[src/rtl/tdm_digit_demux.sv]
// Receive-side TDM digit demultiplexer: collects one beat per channel into a
// shadow buffer and publishes each complete frame atomically via valid/ack.
module tdm_digit_demux #(
    parameter int NUM_CH = 4,
    parameter int DW     = 4
) (
    input  logic                 clk,
    input  logic                 rst,
    input  logic                 in_valid,
    input  logic                 in_sof,
    input  logic [DW-1:0]        in_data,
    output logic                 in_ready,
    output logic [NUM_CH*DW-1:0] out_data,
    output logic                 out_valid,
    input  logic                 out_ack,
    output logic                 frame_err
);

    localparam int IW = (NUM_CH > 1) ? $clog2(NUM_CH) : 1;
    localparam logic [IW-1:0] LAST_IDX = IW'(NUM_CH - 1);

    localparam logic [1:0] S_IDLE    = 2'd0;
    localparam logic [1:0] S_COLLECT = 2'd1;
    localparam logic [1:0] S_HOLD    = 2'd2;

    logic [1:0]                  r_state;
    logic [IW-1:0]               r_idx;
    logic [NUM_CH-1:0][DW-1:0]   r_shadow;
    logic [NUM_CH*DW-1:0]        r_out_data;
    logic                        r_out_valid;
    logic                        r_frame_err;

    logic                        w_ready;
    logic                        w_accept;
    logic                        w_drop;
    logic                        w_err;
    logic                        w_write;
    logic                        w_done;
    logic [IW-1:0]               w_widx;
    logic [NUM_CH-1:0][DW-1:0]   w_shadow_nxt;

    // Ready depends on state only, never on in_valid.
    assign w_ready  = (r_state != S_HOLD);
    assign w_accept = in_valid && w_ready;

    // An sof-less beat while idle has no frame to join and is discarded.
    assign w_drop  = w_accept && (r_state == S_IDLE) && !in_sof;
    assign w_err   = w_drop || (w_accept && (r_state == S_COLLECT) && in_sof);
    assign w_write = w_accept && !w_drop;
    assign w_widx  = in_sof ? '0 : r_idx;
    assign w_done  = w_write && (w_widx == LAST_IDX);

    // Shadow with the current beat merged, so completion can publish it in the same edge.
    always_comb begin
        w_shadow_nxt = r_shadow;
        if (w_write) begin
            w_shadow_nxt[w_widx] = in_data;
        end
    end

    always_ff @(posedge clk or posedge rst) begin
        if (rst) begin
            r_state     <= S_IDLE;
            r_idx       <= '0;
            r_shadow    <= '0;
            r_out_data  <= '0;
            r_out_valid <= 1'b0;
            r_frame_err <= 1'b0;
        end else begin
            r_frame_err <= w_err;
            if (w_write) begin
                r_shadow <= w_shadow_nxt;
                r_idx    <= w_widx + IW'(1);
            end
            case (r_state)
                S_IDLE, S_COLLECT: begin
                    if (w_done) begin
                        r_out_data  <= w_shadow_nxt;
                        r_out_valid <= 1'b1;
                        r_state     <= S_HOLD;
                    end else if (w_write) begin
                        r_state <= S_COLLECT;
                    end
                end
                S_HOLD: begin
                    if (out_ack) begin
                        r_out_valid <= 1'b0;
                        r_state     <= S_IDLE;
                    end
                end
                default: begin
                    r_state     <= S_IDLE;
                    r_out_valid <= 1'b0;
                end
            endcase
        end
    end

    assign in_ready  = w_ready;
    assign out_data  = r_out_data;
    assign out_valid = r_out_valid;
    assign frame_err = r_frame_err;

endmodule

[config.mk]
export PLATFORM = sky130hd
export DESIGN_NAME = tdm_digit_demux
export DESIGN_NICKNAME = d
export VERILOG_FILES = /design/src/rtl/tdm_digit_demux.sv
export SDC_FILE = /design/constraint.sdc
export NUM_CORES = 1
export LEC_CHECK = 0
export ABC_CLOCK_PERIOD_IN_PS = 2300
export CAP_MARGIN = 10
export CORE_ASPECT_RATIO = 1.25
export CORE_UTILIZATION = 35
export DETAILED_ROUTE_END_ITERATION = 10
export SLEW_MARGIN = 20
export SYNTH_ARGS = -nofsm -noshare
export SYNTH_HDL_FRONTEND = slang
export SYNTH_SLANG_ARGS = --single-unit
[constraint.sdc]
create_clock -name clk -period 2.3 [get_ports clk]
set_clock_uncertainty 0.1 [all_clocks]
set_input_delay 0.575 -clock clk [delete_from_list [all_inputs] [get_ports clk]]
set_output_delay 0.575 -clock clk [all_outputs]
set_load 0.01 [all_outputs]
# Word level (Yosys, flattened, before mapping)
# Cells that the tools add are included.
# classes
add_sub_neg,1
magnitude_cmp,2
n_eq_ne,7
n_mux,12
n_reduce_logical,16
# op_table
operator,n
$bwmux W16,1
$mux W16,1
$demux W4 S2,1
$logic_and A1 B1 Y1,8
$mux W2,4
$ne A2 B2 Y1 const B,3
$reduce_and A2 Y1,3
$eq A2 B2 Y1 const B,2
$mux W4,1
$pmux W2 S2,1
$lt A2 B3 Y1 const B,1
$ne A3 B3 Y1 const B,1
$add A2 B1 Y2 const B,1
$eq A2 B1 Y1 const B,1
$ge A2 B1 Y1 const B,1
$logic_not A1 Y1,2
$logic_not A2 Y1,1
$mux W1,2
$pmux W1 S2,1
$reduce_or A2 Y1,1
$logic_or A1 B1 Y1,1
# word_totals
register_bits,38
word_cells,47

# Longest topological paths before layout
# logic_depth
ltp_word,9
depth_mapped,9
depth_no_buf,7

# Least setup slack after synthesis
# OpenSTA, ideal clock, no wires.
# synth_timing
path_type,input -> register
start,in in_sof
end,"reg r_out_data[12], in the netlist out_data[12]"
arrival_ns,1.727
required_time_ns,2.075
path_slack_ns,0.348
cell_stages,8
n_path_buf,1
path_cell_list,inv_1 -> nand2_1 -> inv_1 -> ha_1 -> and3b_1 -> and2_4 -> buf_6 -> mux2_4
# synth_between
elab_chain_len,7
elab_cells_between_ends,15
# synth_lines
element,line_no,source
from (decl),10,"input logic in_sof,"
$mux W2,50,assign w_widx = in_sof ? '0 : r_idx;
$lt A2 B3 Y1 (not written as such) or $ge A2 B1 Y1 (tied branches),57,w_shadow_nxt[w_widx] = in_data;
$logic_and A1 B1 Y1 (not written as such),57,
$mux W4 (not written as such),57,
$demux W4 S2,57,
$bwmux W16,57,
$mux W16,56,if (w_write) begin
to (signal assigned),78,r_out_data <= w_shadow_nxt;
to (decl),29,logic [NUM_CH*DW-1:0] r_out_data;
# Parallel ways exist; a longest one is shown, timed or not.
# A chain may end at the register's enable or synchronous reset.

# Worst setup path after layout
# layout_timing
start,in in_sof
end,"reg r_out_data[7], in the netlist out_data[7]"
# The elaborated chain is that of the path after synthesis.

==> results_dict.tcl <==
set metrics [dict create \
    synthCells 155 \
    min-delay-start "out_valid$_DFFE_PP0P_" \
    p_per_area_nw_per_um2 1242 \
    die-area_um2 4952 \
    clk-insertion-delay-late_ns 0.28 \
    cp_max_fo 8 \
    worstSetupPathType "input port to flip-flop" \
    synth_fp_nets 168 \
    slew_headroom_pct 65.83 \
    clock_power_share_pct 15.9 \
    grt_setup_unrepaired "false" \
    switching_power_w 0.0009154 \
    antenna_found_initial 0 \
    initial_utilization_pct 36.67 \
    grt_max_degree 35 \
    power_frac_seq_pct 39.7 \
    critPathArrivalTime_ns 2.19 \
    via_per_inst 5.394 \
    area_delta_synth_final_pct 28.62 \
    leakagePower_nw 0.8986 \
    grt_use_total_pct 18.22 \
    synth_seq_area_share_pct 52.03 \
    clkTransAtPathRegs_ns 0.07 \
    yosys.area.top_type "dfrtp_1" \
    swShare_pct 35.04 \
    post-route-drc-count 0 \
    clk_path_buf_depth 2 \
    post_cts_buffers 0 \
    diodes 0 \
    dp_cells 242 \
    wl_per_cell_um 15.75 \
    status "completed" \
    setup_viol 0 \
    critPathCaptureType "flip-flop" \
    ant_nets 0 \
    critPathLaunchType "input port" \
    cts_buffers 5 \
    core.rowCount 27 \
    reg2reg_depth 7 \
    ctsResizeCount 0 \
    min_path_cells 1 \
    clockRootBuffer "clkbuf_8" \
    final_util_pct 47.17 \
    combPwrFrac_pct 44.4 \
    cts_tree "yes" \
    max_freq_mhz 477.9 \
    synthesis.area_um2 1635 \
    ios 28 \
    syn_avg_cell_area_um2 10.55 \
    tns_ns 0 \
    ir_worst_vdd_mv 0.4365 \
    yosysWarnings 0 \
    routed_wl_mm 3.922 \
    grt_pass1_wl_mm 6.796 \
    num_vias 1343 \
    fp.dieH_um 78.43 \
    ys_ff_latch 34 \
    rrSetupSlack_ns 0.62 \
    first_global_vias 1374 \
    dp_hpwl_mm 2.693 \
    cts-htree-levels 2 \
    internal_power_w 0.001697 \
    holdPathEnd "out_valid$_DFFE_PP0P_" \
    required_ns 2.40 \
    dr.pass1.iters 4 \
    fin_nets 204 \
    synth_top_area_share_pct 52.03 \
    synth_cell_type_count 22 \
    holdWs_ns 0.3998 \
    maxSlewViolCount 0 \
    period_share_pct 90.97 \
    drive_gt1_share_pct 13.61 \
    synth_area_leaders "dfrtp_1, a31oi_1, o2111ai_1" \
    portBuffers 27 \
    cts-hold-fix-buffers 0 \
    finalHoldViolations 0 \
    reg2reg_to "out_data[7]$_DFFE_PP0P_" \
    hold_class "flip-flop to flip-flop" \
    r2r-start "r_idx[0]$_DFFE_PP0P_" \
    die_w_um 63.14 \
    worstMarginPinSlew_ns 0.5126 \
    drv_cap 0 \
    numClockSinks 34 \
    core_area_um2 4459 \
    layout_min_cycle_time_ns 2.092 \
    gp_congestion 0.7713 \
    gr-total-overflow 0 \
    drt_iter0_markers 52 \
    final-instance-count-excl-fill 249 \
]
-- synthesized netlist by cell type --
master and instances:
nand3_1 1, buf_2 4, inv_1 5, and2_4 1
o2111ai_1 12, o21a_1 1, dfrtp_1 34, nand2_1 16
a31oi_1 24, nand2b_1 3, and3b_1 1, ha_1 4
or2_1 1, clkbuf_1 6, o21ai_0 4, a211oi_1 1
buf_6 3, a21oi_1 16, mux2_2 3, mux2_4 2
a21boi_0 12, and2b_1 1
-- through the flow --
| stage | power (W) | cell area [um^2] | setup WS [ns] |
|---|---|---|---|
| detailed placement | 0.002210 | 2027 | -0.08876 |
| global route | 0.002811 | 2103 | 0.04329 |
| global placement | 0.002170 | 2027 | -0.05057 |
| finish | 0.002613 | 2103 | 0.2076 |
| floorplan | 0.001681 | 1635 | 0.3483 |
| CTS | 0.002629 | 2103 | 0.2009 |
-- power groups by stage --
stage | Clock [W] | Sequential [W] | Combinational (W)
after detailed placement | 0 | 0.00104 | 0.00117
after CTS | 0.000422 | 0.00104 | 0.00117
after floorplan | 0 | 0.00109 | 0.000587
final | 0.000416 | 0.00104 | 0.00116
after global placement | 0 | 0.00103 | 0.00114
after global routing | 0.000454 | 0.00107 | 0.00128
-- kinds of logic (layout without fill, tap and decap cells) --
| group | after synthesis | after routing | synth area share [%] |
|---|---|---|---|
| flip-flops | 34 | 34 | 52.03 |
| multiplexers | 5 | 5 | 3.902 |
| AO/OA/AOI/OAI | 70 | 70 | 28.16 |
| AND/OR/NAND/NOR | 24 | 24 | 7.040 |
| buffers and inverters | 18 | 54 | 5.815 |
| adder cells (fa/ha/maj) | 4 | 4 | 3.061 |
-- flip-flops by register name, summed over array words and instances, names as in the netlist --
| signal | count |
|---|---|
| out_data | 16 |
| r_shadow | 12 |
| r_idx | 2 |
| r_state | 2 |
| frame_err | 1 |
| out_valid | 1 |
-- per-layer routing --
metal	global-route usage, %	wire [um]	vias to the layer above
met5	0	0	-
met4	7.674	72	0
met3	4.506	108	5
met2	30.32	1999	33
met1	22.22	1742	654
li1	-	-	651
-- worst max-delay path, cell delays in order --
cell and delay, ns:
clkdlybuf4s50_1 0.48, inv_1 0.07, nand2_1 0.08, inv_1 0.06, buf_4 0.13, ha_1 0.28, a21boi_0 0.23, a31oi_1 0.08
a31oi_1 0.20
-- layout make-up --
cell class | instances | area (um^2)
Clock buffer | 7 | 76.32
Fill cell | 450 | 2356
Inverter | 5 | 18.77
Multi-Input combinational cell | 103 | 689.4
Sequential cell | 34 | 850.8
Tap cell | 58 | 72.57
Timing Repair Buffer | 42 | 395.4
-- worst max path at each step --
stage / end / slack [ns] / from
detailed placement: out_data[7]$_DFFE_PP0P_ / -0.09 / in_sof
CTS: out_data[7]$_DFFE_PP0P_ / 0.20 / in_sof
global route: out_data[9]$_DFFE_PP0P_ / 0.04 / in_sof
finish: out_data[7]$_DFFE_PP0P_ / 0.21 / in_sof
global placement: out_data[12]$_DFFE_PP0P_ / -0.05 / in_sof
floorplan: out_data[12]$_DFFE_PP0P_ / 0.35 / in_sof
-- cell usage in the layout, fill, tap and decap left out, drive strengths merged --
cell	netlist	routed
and2b	1	1
ha	4	4
a21oi	16	16
a211oi	1	1
o21a	1	1
nand3	1	1
nand2b	3	3
dfrtp	34	34
and3b	1	1
buf	7	15
o2111ai	12	12
a21boi	12	12
mux2	5	5
o21ai	4	4
inv	5	5
and2	1	1
clkdlybuf4s50	0	27
nand2	16	16
or2	1	1
a31oi	24	24
clkbuf	6	7
Power figures use the tool's default switching activity.
